### src/rtl/qei_decoder_if.sv
// Quadrature decoder control/status bundle: raw encoder pads, controls and results.
interface qei_decoder_if #(
  parameter int unsigned CNT_W = 32,
  parameter int unsigned VEL_W = 16
);
  logic             ch_a;
  logic             ch_b;
  logic             enable;
  logic             invert;
  logic             clear;
  logic             load;
  logic [CNT_W-1:0] load_val;
  logic             err_clr;
  logic [CNT_W-1:0] position;
  logic [VEL_W-1:0] velocity;
  logic             vel_valid;
  logic             dir;
  logic             err;

  // Controller side: drives pads/controls, observes results.
  modport master (
    output ch_a, ch_b, enable, invert, clear, load, load_val, err_clr,
    input  position, velocity, vel_valid, dir, err
  );

  // Decoder side.
  modport slave (
    input  ch_a, ch_b, enable, invert, clear, load, load_val, err_clr,
    output position, velocity, vel_valid, dir, err
  );
endinterface

### src/rtl/qei_decoder.sv
// Quadrature encoder front end: sync, glitch filter, 4x decode, position,
// windowed velocity and sticky illegal-transition flag.
module qei_decoder #(
  parameter int unsigned CNT_W      = 32,
  parameter int unsigned FILT_LEN   = 3,
  parameter int unsigned VEL_PERIOD = 100000,
  parameter int unsigned VEL_W      = 16
) (
  input  logic         clock,
  input  logic         reset_n,
  qei_decoder_if.slave bus
);

  localparam int unsigned FCNT_W  = $clog2(FILT_LEN + 1);
  localparam int unsigned INIT_W  = $clog2(FILT_LEN + 3);
  localparam int unsigned WIN_W   = $clog2(VEL_PERIOD);
  localparam int unsigned DELTA_W = $clog2(VEL_PERIOD + 1) + 1;
  localparam int unsigned SUM_W   = ((DELTA_W > VEL_W) ? DELTA_W : VEL_W) + 1;

  localparam logic signed [SUM_W-1:0] VEL_MAX = SUM_W'((64'sd1 <<< (VEL_W - 1)) - 64'sd1);
  localparam logic signed [SUM_W-1:0] VEL_MIN = SUM_W'(-(64'sd1 <<< (VEL_W - 1)));
  // Start-up settle: sync pipe plus filter must fill before prev is trusted.
  localparam logic [INIT_W-1:0]       INIT_CYCLES = INIT_W'(FILT_LEN + 2);

  // Bit 1 = channel A, bit 0 = channel B throughout.
  logic [1:0]              meta_q, meta_d, sync_q, sync_d, filt_q, filt_d, prev_q, prev_d;
  logic [1:0][FCNT_W-1:0]  fcnt_q, fcnt_d, fcnt_inc;
  logic [INIT_W-1:0]       init_q, init_d;
  logic [CNT_W-1:0]        position_q, position_d;
  logic signed [DELTA_W-1:0] delta_q, delta_d;
  logic [WIN_W-1:0]        win_q, win_d;
  logic [VEL_W-1:0]        velocity_q, velocity_d;
  logic                    vel_valid_q, vel_valid_d;
  logic                    dir_q, dir_d;
  logic                    err_q, err_d;

  logic                    fwd_raw, rev_raw, ill_raw;
  logic                    fwd_c, rev_c, ill_c, up_c, dn_c, win_end_c;
  logic signed [SUM_W-1:0] step_c, sum_c;

  // Synchroniser and per-channel stable-sample filter.
  always_comb begin
    meta_d   = {bus.ch_a, bus.ch_b};
    sync_d   = meta_q;
    filt_d   = filt_q;
    fcnt_d   = fcnt_q;
    fcnt_inc = fcnt_q;
    for (int i = 0; i < 2; i++) begin
      // A run of differing samples starts fresh whenever the previous sample matched.
      fcnt_inc[i] = (sync_q[i] == filt_q[i]) ? FCNT_W'(1) : fcnt_q[i] + FCNT_W'(1);
      if (sync_d[i] == filt_q[i]) begin
        fcnt_d[i] = '0;
      end else if (fcnt_inc[i] == FCNT_W'(FILT_LEN)) begin
        filt_d[i] = sync_d[i];
        fcnt_d[i] = '0;
      end else begin
        fcnt_d[i] = fcnt_inc[i];
      end
    end
  end

  // Gray-code transition decode against the previous filtered state.
  always_comb begin
    fwd_raw = 1'b0;
    rev_raw = 1'b0;
    ill_raw = 1'b0;
    case ({prev_q, filt_q})
      4'b00_10, 4'b10_11, 4'b11_01, 4'b01_00: fwd_raw = 1'b1;
      4'b00_01, 4'b01_11, 4'b11_10, 4'b10_00: rev_raw = 1'b1;
      4'b00_11, 4'b11_00, 4'b10_01, 4'b01_10: ill_raw = 1'b1;
      default: ;
    endcase
    fwd_c  = (init_q == '0) & (bus.invert ? rev_raw : fwd_raw);
    rev_c  = (init_q == '0) & (bus.invert ? fwd_raw : rev_raw);
    ill_c  = (init_q == '0) & ill_raw;
    up_c   = bus.enable & fwd_c;
    dn_c   = bus.enable & rev_c;
    prev_d = filt_q;
    init_d = (init_q == '0) ? init_q : init_q - INIT_W'(1);
  end

  // Position, direction, error flag and velocity window.
  always_comb begin
    position_d  = position_q;
    dir_d       = dir_q;
    err_d       = err_q;
    velocity_d  = velocity_q;
    vel_valid_d = 1'b0;
    step_c      = '0;
    if (up_c) step_c = SUM_W'(1);
    else if (dn_c) step_c = '1;
    sum_c       = SUM_W'(delta_q) + step_c;
    delta_d     = DELTA_W'(sum_c);
    win_end_c   = (win_q == WIN_W'(VEL_PERIOD - 1));
    win_d       = win_q + WIN_W'(1);

    if (bus.clear)      position_d = '0;
    else if (bus.load)  position_d = bus.load_val;
    else if (up_c)      position_d = position_q + CNT_W'(1);
    else if (dn_c)      position_d = position_q - CNT_W'(1);

    if (fwd_c)      dir_d = 1'b1;
    else if (rev_c) dir_d = 1'b0;

    if (ill_c)            err_d = 1'b1;
    else if (bus.err_clr) err_d = 1'b0;

    if (win_end_c) begin
      win_d       = '0;
      delta_d     = '0;
      vel_valid_d = 1'b1;
      if (sum_c > VEL_MAX)      velocity_d = VEL_W'(VEL_MAX);
      else if (sum_c < VEL_MIN) velocity_d = VEL_W'(VEL_MIN);
      else                      velocity_d = VEL_W'(sum_c);
    end
  end

  // State registers.
  always_ff @(posedge clock or negedge reset_n) begin
    if (!reset_n) begin
      meta_q      <= '0;
      sync_q      <= '0;
      filt_q      <= '0;
      fcnt_q      <= '0;
      prev_q      <= '0;
      init_q      <= INIT_CYCLES;
      position_q  <= '0;
      delta_q     <= '0;
      win_q       <= '0;
      velocity_q  <= '0;
      vel_valid_q <= 1'b0;
      dir_q       <= 1'b0;
      err_q       <= 1'b0;
    end else begin
      meta_q      <= meta_d;
      sync_q      <= sync_d;
      filt_q      <= filt_d;
      fcnt_q      <= fcnt_d;
      prev_q      <= prev_d;
      init_q      <= init_d;
      position_q  <= position_d;
      delta_q     <= delta_d;
      win_q       <= win_d;
      velocity_q  <= velocity_d;
      vel_valid_q <= vel_valid_d;
      dir_q       <= dir_d;
      err_q       <= err_d;
    end
  end

  assign bus.position  = position_q;
  assign bus.velocity  = velocity_q;
  assign bus.vel_valid = vel_valid_q;
  assign bus.dir       = dir_q;
  assign bus.err       = err_q;

endmodule

### src/flat_wrapper.sv
// flat-port wrapper written by rule: the top's interface ports become plain ports
module qei_decoder_flat 
#(
  parameter int unsigned CNT_W      = 32,
  parameter int unsigned FILT_LEN   = 3,
  parameter int unsigned VEL_PERIOD = 100000,
  parameter int unsigned VEL_W      = 16
)
  (clock, reset_n, bus_ch_a, bus_ch_b, bus_enable, bus_invert, bus_clear, bus_load, bus_load_val, bus_err_clr, bus_position, bus_velocity, bus_vel_valid, bus_dir, bus_err);
  qei_decoder_if #(.CNT_W(CNT_W), .VEL_W(VEL_W)) bus_i ();
  input  logic clock;
  input  logic reset_n;
  input wire logic [$bits(bus_i.ch_a)-1:0] bus_ch_a;
  input wire logic [$bits(bus_i.ch_b)-1:0] bus_ch_b;
  input wire logic [$bits(bus_i.enable)-1:0] bus_enable;
  input wire logic [$bits(bus_i.invert)-1:0] bus_invert;
  input wire logic [$bits(bus_i.clear)-1:0] bus_clear;
  input wire logic [$bits(bus_i.load)-1:0] bus_load;
  input wire logic [$bits(bus_i.load_val)-1:0] bus_load_val;
  input wire logic [$bits(bus_i.err_clr)-1:0] bus_err_clr;
  output wire logic [$bits(bus_i.position)-1:0] bus_position;
  output wire logic [$bits(bus_i.velocity)-1:0] bus_velocity;
  output wire logic [$bits(bus_i.vel_valid)-1:0] bus_vel_valid;
  output wire logic [$bits(bus_i.dir)-1:0] bus_dir;
  output wire logic [$bits(bus_i.err)-1:0] bus_err;
  assign bus_i.ch_a = bus_ch_a;
  assign bus_i.ch_b = bus_ch_b;
  assign bus_i.enable = bus_enable;
  assign bus_i.invert = bus_invert;
  assign bus_i.clear = bus_clear;
  assign bus_i.load = bus_load;
  assign bus_i.load_val = bus_load_val;
  assign bus_i.err_clr = bus_err_clr;
  assign bus_position = bus_i.position;
  assign bus_velocity = bus_i.velocity;
  assign bus_vel_valid = bus_i.vel_valid;
  assign bus_dir = bus_i.dir;
  assign bus_err = bus_i.err;
  qei_decoder #(.CNT_W(CNT_W), .FILT_LEN(FILT_LEN), .VEL_PERIOD(VEL_PERIOD), .VEL_W(VEL_W)) u_core (.clock(clock), .reset_n(reset_n), .bus(bus_i));
endmodule
### config.mk
export PLATFORM = sky130hd
export DESIGN_NAME = qei_decoder_flat
export DESIGN_NICKNAME = d
export VERILOG_FILES = /design/src/rtl/qei_decoder_if.sv /design/src/rtl/qei_decoder.sv /design/src/flat_wrapper.sv
export SDC_FILE = /design/constraint.sdc
export NUM_CORES = 1
export LEC_CHECK = 0
export ABC_AREA = 1
export CAP_MARGIN = 20
export CELL_PAD_IN_SITES_DETAIL_PLACEMENT = 0
export CELL_PAD_IN_SITES_GLOBAL_PLACEMENT = 1
export CORE_MARGIN = 1
export CORE_UTILIZATION = 37
export DETAILED_ROUTE_END_ITERATION = 7
export PLACE_DENSITY = 0.75
export SLEW_MARGIN = 25
export SYNTH_ARGS = -nofsm -noshare
export SYNTH_HDL_FRONTEND = slang
export SYNTH_SLANG_ARGS = --single-unit
### constraint.sdc
create_clock -name clock -period 3.9 [get_ports clock]
set_clock_uncertainty 0.2 [all_clocks]
set_input_delay 0.39 -clock clock [delete_from_list [all_inputs] [get_ports clock]]
set_output_delay 0.39 -clock clock [all_outputs]
set_load 0.05 [all_outputs]
==> run metrics, run 1 <==
Mapped Cells 1054; clk root buf clkbuf_16; mux contribution to synthesized area 0.6745%; num ports 92; Max Cap Viol 0; row count 51; pin slew with the least headroom to its limit 0.8310 ns; Fin. Hold Viols 0; largest net degree at the start of global routing 62; Sink Count 101; maximum vdd drop 0.0004087 V; routability cong. 0.8996; setup TNS 0 ns; WP data required 3.94 ns; Pins Over Slew Limit 0; DRC 0; max_slew headroom 44.60%; H-tree depth 3; XOR/XNOR share of the synthesized area 5.076%; Vias/cell 4.891; Distinct cells, synth 43; fin crit share 91.52%; fin cells 1422; Synth Area in Compound Gates 12.55%; Max Root-Sink Buffers 2; area share of and/or/nand/nor cells after synthesis 31.10%; remaining global-route overflow 0; Power Density 974.1 mW/mm^2; unrepaired setup endpoints after global routing false; Horiz. Die Dim 143.6 um; vias in the first global route 7040; final setup fails 0; synth-to-layout area growth 21.15%; synth warn 0; largest family of logic cells by synthesized area simple AND/OR/NAND/NOR gates; global-route wire length before repair 35130 um; crit path capture type flip-flop; leading register cell type out of synthesis dfrtp_1; Final nets 1246; worst hold slack 0.2246 ns; diodes inserted 0; Mapped Area 0.007420 mm^2; WL final 20580 um; CTS Buf Count 9; Initial Util 37.87%; dpl hpwl 15990 um; vias 6955; Post-Synth Adder-Cell Area 9.140%; initial antenna violation count 0; Tot Pwr 8756 uW; startpoint class of the critical path flip-flop; gr usage total 21.80%; Avg Cell Area, Syn 7.039 um^2; hold crit path type flip-flop to flip-flop; fmax 280.2 MHz; DR iter-0 viols 285; Max FO, Critical Path 17; sequential-to-total area share from yosys stat 34.10%; Core Box Area 0.01959 mm^2; Clock Latency Late Sink 0.36 ns; most common cell after layout, fill and taps aside nand2_1; synthesized flop and latch total 101; Crit path arrival time 3.61 ns; Die Span Y 143.6 um; die area 0.02062 mm^2; Synth async-reset ratio 100.0%; fin crit period 3.569 ns; CP Class flip-flop to flip-flop; Syn Nets 1148; Clock Pin Slew Worst Setup and Hold Paths 0.08 ns; antenna viol nets, final 0; commonest cells after routing, fill and taps aside nand2_1 (289), nor2_1 (151), inv_1 (115), dfrtp_1 (98), clkdlybuf4s50_1 (90); Placed Cells 1405; status completed; Routed WL per cell 14.47 um; drt pass-1 iters 5; P_leak 0.004475 uW; CTS tree yes; Post-synth EDFFs 0; PortBufs 91; layout cells sized above 1 5.445%
-- metrics by stage --
| stage | utilization, % | setup WS (ns) | cell area, um^2 |
|---|---|---|---|
| detailed placement | 44.34 | 0.08413 | 8686 |
| global placement | 44.34 | 0.1829 | 8686 |
| CTS | 45.84 | 0.2355 | 8980 |
| finish | 45.88 | 0.3308 | 8989 |
| global route | 45.88 | 0.05280 | 8989 |
| floorplan | - | 0.08740 | 7420 |
-- flip-flops by register name (all words and copies together), names as in the netlist, 2 cells and up --
| name | count |
|---|---|
| u_core.win_q | 17 |
| u_core.fcnt_q | 4 |
| u_core.bus.position | 32 |
| u_core.init_q | 3 |
| u_core.prev_q | 2 |
| u_core.filt_q | 2 |
| u_core.bus.velocity | 16 |
| u_core.meta_q | 2 |
| u_core.sync_q | 2 |
| u_core.delta_q | 18 |
-- critical path: stages (launching register included) --
cell and delay (ns):
dfstp_2 0.52, inv_1 0.07, ha_1 0.19, inv_1 0.06, nor2_2 0.04, inv_1 0.06
nor2_1 0.05, nand2_2 0.11, inv_1 0.09, buf_12 0.16, ha_1 0.37, nand2_2 0.10
nor2_2 0.15, nand3_1 0.12, nand3_1 0.21, nand2_1 0.15, nand2_1 0.10, nand2_1 0.05
nand2_1 0.11, nand2_1 0.10, a21oi_4 0.14, buf_4 0.21, a21oi_1 0.09
-- path summary, 6_finish.rpt --
check	from	endpoint	slack, ns	depth (start not counted)
max reg2reg	u_core.init_q[0]	u_core.bus.velocity[7]	0.33	22
max	u_core.init_q[0]	u_core.bus.velocity[7]	0.33	22
max in group asynchronous	reset_n	u_core.delta_q[10]	2.19	3
min reg2reg	u_core.meta_q[0]	u_core.sync_q[0]	0.22	0
min in group asynchronous	reset_n	u_core.sync_q[0]	0.48	2
min	u_core.meta_q[0]	u_core.sync_q[0]	0.22	0
-- cells by family after synthesis --
family	count (synthesis)
muxes	5
buffers and inverters	137
DFF	101
and+or+nand+nor	552
adders and majority gates	53
AOI/OAI and AO/OA	163
xor gates and xnor gates	43
-- layout make-up --
cell class | instances | area, um^2
Fill cell | 2068 | 10600
Multi-Input combinational cell | 816 | 4350
Sequential cell | 101 | 2531
Timing Repair Buffer | 106 | 1049
Inverter | 118 | 442.9
Tap cell | 265 | 331.6
Clock buffer | 11 | 242.7
Clock inverter | 5 | 41.29
-- power breakdown --
part / switching [uW] / internal (uW) / total (uW) / leakage [uW]
combinational: 4130 / 2120 / 6260 / 0.00310
clock: 431 / 457 / 888 / 0.000133
sequential: 252 / 1360 / 1610 / 0.00124
total: 4820 / 3940 / 8760 / 0.00447
-- what timing repair did --
| action | in CTS | in global routing |
|---|---|---|
| buffers inserted | 0 | 0 |
| endpoints found under the hold margin | 57 | 0 |
| hold buffers | 1 | 0 |
| gates resized for setup | 0 | 3 |
| endpoints found under the setup margin | 0 | 15 |
-- Yosys cell counts (2+ instances only) --
| library cell | instances | share of area [%] |
|---|---|---|
| a21o_1 | 7 | 0.71 |
| a21oi_1 | 68 | 4.6 |
| a21oi_2 | 11 | 1.3 |
| a22o_1 | 3 | 0.35 |
| a31o_2 | 2 | 0.24 |
| buf_2 | 5 | 0.34 |
| buf_4 | 3 | 0.30 |
| buf_6 | 2 | 0.30 |
| clkbuf_1 | 9 | 0.46 |
| dfrtp_1 | 99 | 33 |
| dfstp_2 | 2 | 0.71 |
| fa_1 | 2 | 0.54 |
| ha_1 | 51 | 8.6 |
| inv_1 | 115 | 5.8 |
| inv_2 | 2 | 0.10 |
| mux2i_1 | 5 | 0.67 |
| nand2_1 | 290 | 15 |
| nand2_2 | 5 | 0.42 |
| nand3_1 | 57 | 3.8 |
| nand3b_1 | 4 | 0.40 |
| nand4_1 | 17 | 1.4 |
| nand4_2 | 2 | 0.34 |
| nor2_1 | 151 | 7.6 |
| nor2_2 | 2 | 0.17 |
| nor3_1 | 13 | 0.88 |
| nor4_1 | 5 | 0.42 |
| nor4_2 | 2 | 0.34 |
| o211ai_1 | 3 | 0.30 |
| o21ai_0 | 56 | 3.8 |
| o21ai_1 | 4 | 0.27 |
| o21bai_1 | 3 | 0.30 |
| o22ai_1 | 2 | 0.17 |
| xnor2_1 | 17 | 2.0 |
| xor2_1 | 26 | 3.1 |
-- per-layer routing --
metal	vias up	share of wire [%]	global-route usage, %
met4	0	1.7	5.487
li1	3622	-	-
met1	3182	46	27.62
met5	-	0	0
met3	24	3.3	3.299
met2	127	49	38.53
Note: power is estimated with default switching activity, not from simulation.
==> inputs of run 2 (changes only) <==
--- a/config.mk
+++ b/config.mk
@@ -12,6 +12,7 @@
 export CORE_MARGIN = 1
 export CORE_UTILIZATION = 37
 export DETAILED_ROUTE_END_ITERATION = 7
+export GPL_ROUTABILITY_DRIVEN = 0
 export PLACE_DENSITY = 0.75
 export SLEW_MARGIN = 25
 export SYNTH_ARGS = -nofsm -noshare
==> results of run 2 <==
No change in the layout: final DEF, timing and power equal those of run 1.
==> inputs of run 3 (changes only) <==
--- a/config.mk
+++ b/config.mk
@@ -5,12 +5,12 @@
 export SDC_FILE = /design/constraint.sdc
 export NUM_CORES = 1
 export LEC_CHECK = 0
-export ABC_AREA = 1
 export CAP_MARGIN = 20
 export CELL_PAD_IN_SITES_DETAIL_PLACEMENT = 0
 export CELL_PAD_IN_SITES_GLOBAL_PLACEMENT = 1
-export CORE_MARGIN = 1
-export CORE_UTILIZATION = 37
+export CORE_MARGIN = 3
+export CORE_UTILIZATION = 38
+export CTS_BUF_LIST = sky130_fd_sc_hd__clkbuf_16
 export DETAILED_ROUTE_END_ITERATION = 7
 export GPL_ROUTABILITY_DRIVEN = 0
 export PLACE_DENSITY = 0.75
==> run 3 against run 2 <==
  * The run now ends with negative setup slack left
  * Via count down 5.9%
  * Wire length down 1.9%
  * Critical path depth down 2
  * Clock power up 8.7%
  * Combinational power down 73%
  * Power down 55%
  * Hold slack better by 0.028 ns
  * Core utilization up 11 points
  * Die area down 3.9%
  * Sequential share of layout area down 2.7 points
  * Sequential power down 21%
==> run metrics, run 3 <==
Die Span Y 140.8 um; clock power share 24.4%; die area 0.01982 mm^2; WHS Endpoint u_core.meta_q[1]; Pins Over Slew Limit 0; Avg Cell Area, Syn 8.805 um^2; fin util 56.64%; crit path capture type flip-flop; dominant cell type by area after synthesis dfrtp_1; initial antenna violation count 1; most common library cells after synthesis dfrtp_1 (99), nor2_1 (91), a21oi_1 (75), nand2_1 (75), ha_1 (51); Max Cap Viol 0; global-route wire length before repair 32150 um; setup TNS -0.2820 ns; Max Root-Sink Buffers 2; Tot Pwr 3959 uW; Reg2Reg Capture Point u_core.bus.velocity[14]; fin crit period 3.931 ns; PortBufs 91; antenna viol nets, final 0; CP Class flip-flop to flip-flop; Power Density 398.7 mW/mm^2; Syn Nets 878; drt pass-1 iters 6; leading register cell type out of synthesis dfrtp_1; Sink Count 101; XOR/XNOR share of the synthesized area 7.359%; layout cells sized above 1 25.56%; Fin. Hold Viols 0; largest family of logic cells by synthesized area compound AO/OA/AOI/OAI gates; max_slew headroom 51.50%; Crit path arrival time 3.97 ns; remaining global-route overflow 0; CTS tree yes; DRC 0; maximum vdd drop 0.0002427 V; r2r setup slk -0.03 ns; vias 6542; power share of the combinational group 43.6%; hold crit path type input port to flip-flop; worst hold path cell count 1; vias in the first global route 6475; Routed WL per cell 16.72 um; Horiz. Die Dim 140.8 um; gr usage total 19.60%; CTS Buf Count 9; Initial Util 39.36%; fmax 254.4 MHz; Final nets 1071; dpl hpwl 14010 um; status finished, violations left; P_leak 0.004404 uW; Core Box Area 0.01754 mm^2; Max FO, Critical Path 7; sequential power share 32.1%; DR iter-0 viols 412; Mapped Cells 784; Vias/cell 5.420; mux contribution to synthesized area 0.6163%; min-delay src bus_ch_a; startpoint class of the critical path flip-flop; Post-Synth Adder-Cell Area 9.824%; Post-synth EDFFs 0; Mapped Area 0.006903 mm^2; Yosys top cell area share 35.89%; max FFs per register 32; final setup fails 13; switching power 1532 uW; reg2reg path depth 20; H-tree depth 3; diodes inserted 0; synth warn 0; sequential-to-total area share from yosys stat 36.65%; unrepaired setup endpoints after global routing true; commonest cells after routing, fill and taps aside buf_4 (105), dfrtp_1 (99), clkdlybuf4s50_1 (89), nor2_1 (88), nand2_1 (72); Int Pwr 2427 uW; PnR worst setup slack -0.03088 ns; pin slew with the least headroom to its limit 0.7275 ns; Clock Pin Slew Worst Setup and Hold Paths 0.08 ns; row count 48; synthesized flop and latch total 101; synth-to-layout area growth 43.88%; Clock Latency Late Sink 0.36 ns; most frequent cell after synthesis dfrtp_1; fin crit share 100.8%; worst reg2reg startpoint u_core.prev_q[1]; Synth Area in Compound Gates 24.16%; Synth async-reset ratio 100.0%; WP data required 3.94 ns; clk root buf clkbuf_16; largest net degree at the start of global routing 58; area share of and/or/nand/nor cells after synthesis 17.22%; num ports 92; synth top area cells dfrtp_1 (36%), ha_1 (9.2%), a21oi_1 (5.4%); Distinct cells, synth 72; sw frac 38.69%; WL final 20180 um; failing checks negative setup slack; most common cell after layout, fill and taps aside buf_4
run 3: cell count changes in the layout (fill, tap and decap cells not counted), sizes merged, moves of 25 or more:
cell	delta
nand3	-38
buf	+105
nand2	-220
nor2	-62
inv	-76
o211ai	+25
run 3: cells by family after synthesis:
group	after synthesis
and+or+nand+nor	260
AOI/OAI and AO/OA	237
DFF	101
buffers and inverters	71
xor gates and xnor gates	58
adders and majority gates	53
muxes	4
run 3: layout make-up:
cell class	instances	area [um^2]
clock buffer	9	225.2
clock inverter	7	91.34
fill	1553	7605
inverter	41	172.7
multi-input combinational	612	4662
sequential	101	2530
tap	225	281.5
timing repair buffer	212	1969
run 3: metal layers:
layer / share of wire (%) / wire length, um / global-route usage, % / up-vias
met5: 0.064 / 13 / 0 / -
met4: 1.6 / 322 / 5.252 / 2
met3: 4.3 / 876 / 4.104 / 25
met2: 51 / 10220 / 34.12 / 161
met1: 43 / 8748 / 24.73 / 3153
li1: - / - / - / 3201
run 3: critical path, stage by stage (launching register included):
cell	delay, ns
dfrtp_1	0.42
xnor2_2	0.18
buf_4	0.15
or2_1	0.26
buf_4	0.14
a21o_1	0.21
clkinv_4	0.07
ha_4	0.12
inv_2	0.03
fa_2	0.33
nor2b_1	0.12
o21a_1	0.18
o21ai_2	0.09
a21oi_4	0.21
buf_6	0.13
a21oi_2	0.06
nor3b_2	0.23
a221oi_2	0.11
o21ai_4	0.24
clkbuf_16	0.21
o211ai_2	0.09
run 3: stage by stage:
step           instances  hold WS (ns)  instance area [um^2]  worst slack [ns]
6_report            1207        0.2526                  9932          -0.03088
3_5_place_dp        1156        0.2648                  8756           -0.3183
2_1_floorplan        784       -0.1056                  7032           -0.1986
4_1_cts             1184        0.2411                  9359          -0.03100
3_3_place_gp        1156        0.2543                  8756           -0.2340
5_1_grt             1207        0.2507                  9932           -0.2057
run 3: how the worst max path moves through the flow:
stage | startpoint | end | slack (ns) | depth (start not counted)
floorplan | u_core.init_q[0] | u_core.bus.position[30] | -0.20 | 17
global placement | bus_invert | u_core.bus.position[31] | -0.23 | 15
detailed placement | bus_invert | u_core.bus.position[31] | -0.32 | 15
CTS | u_core.init_q[1] | u_core.bus.velocity[9] | -0.03 | 21
global route | u_core.prev_q[1] | u_core.bus.velocity[9] | -0.21 | 19
finish | u_core.prev_q[1] | u_core.bus.velocity[14] | -0.03 | 20
run 3: power by group through the flow:
stage,registers (uW),clock network [uW],logic (uW)
finish,1270,965,1720
floorplan,1330,0,900
detailed placement,1270,0,1490
CTS,1250,988,1550
global placement,1270,0,1450
global route,1280,1020,1880
run 3: repair_timing:
| action | 4_1_cts | 5_1_grt |
|---|---|---|
| hold endpoints to repair | 53 | 0 |
| hold buffers | 1 | 0 |
| cloned | 2 | 2 |
| buffers inserted | 9 | 21 |
| pin swaps | 23 | 26 |
| resized for setup | 30 | 71 |
| setup endpoints to repair | 24 | 36 |
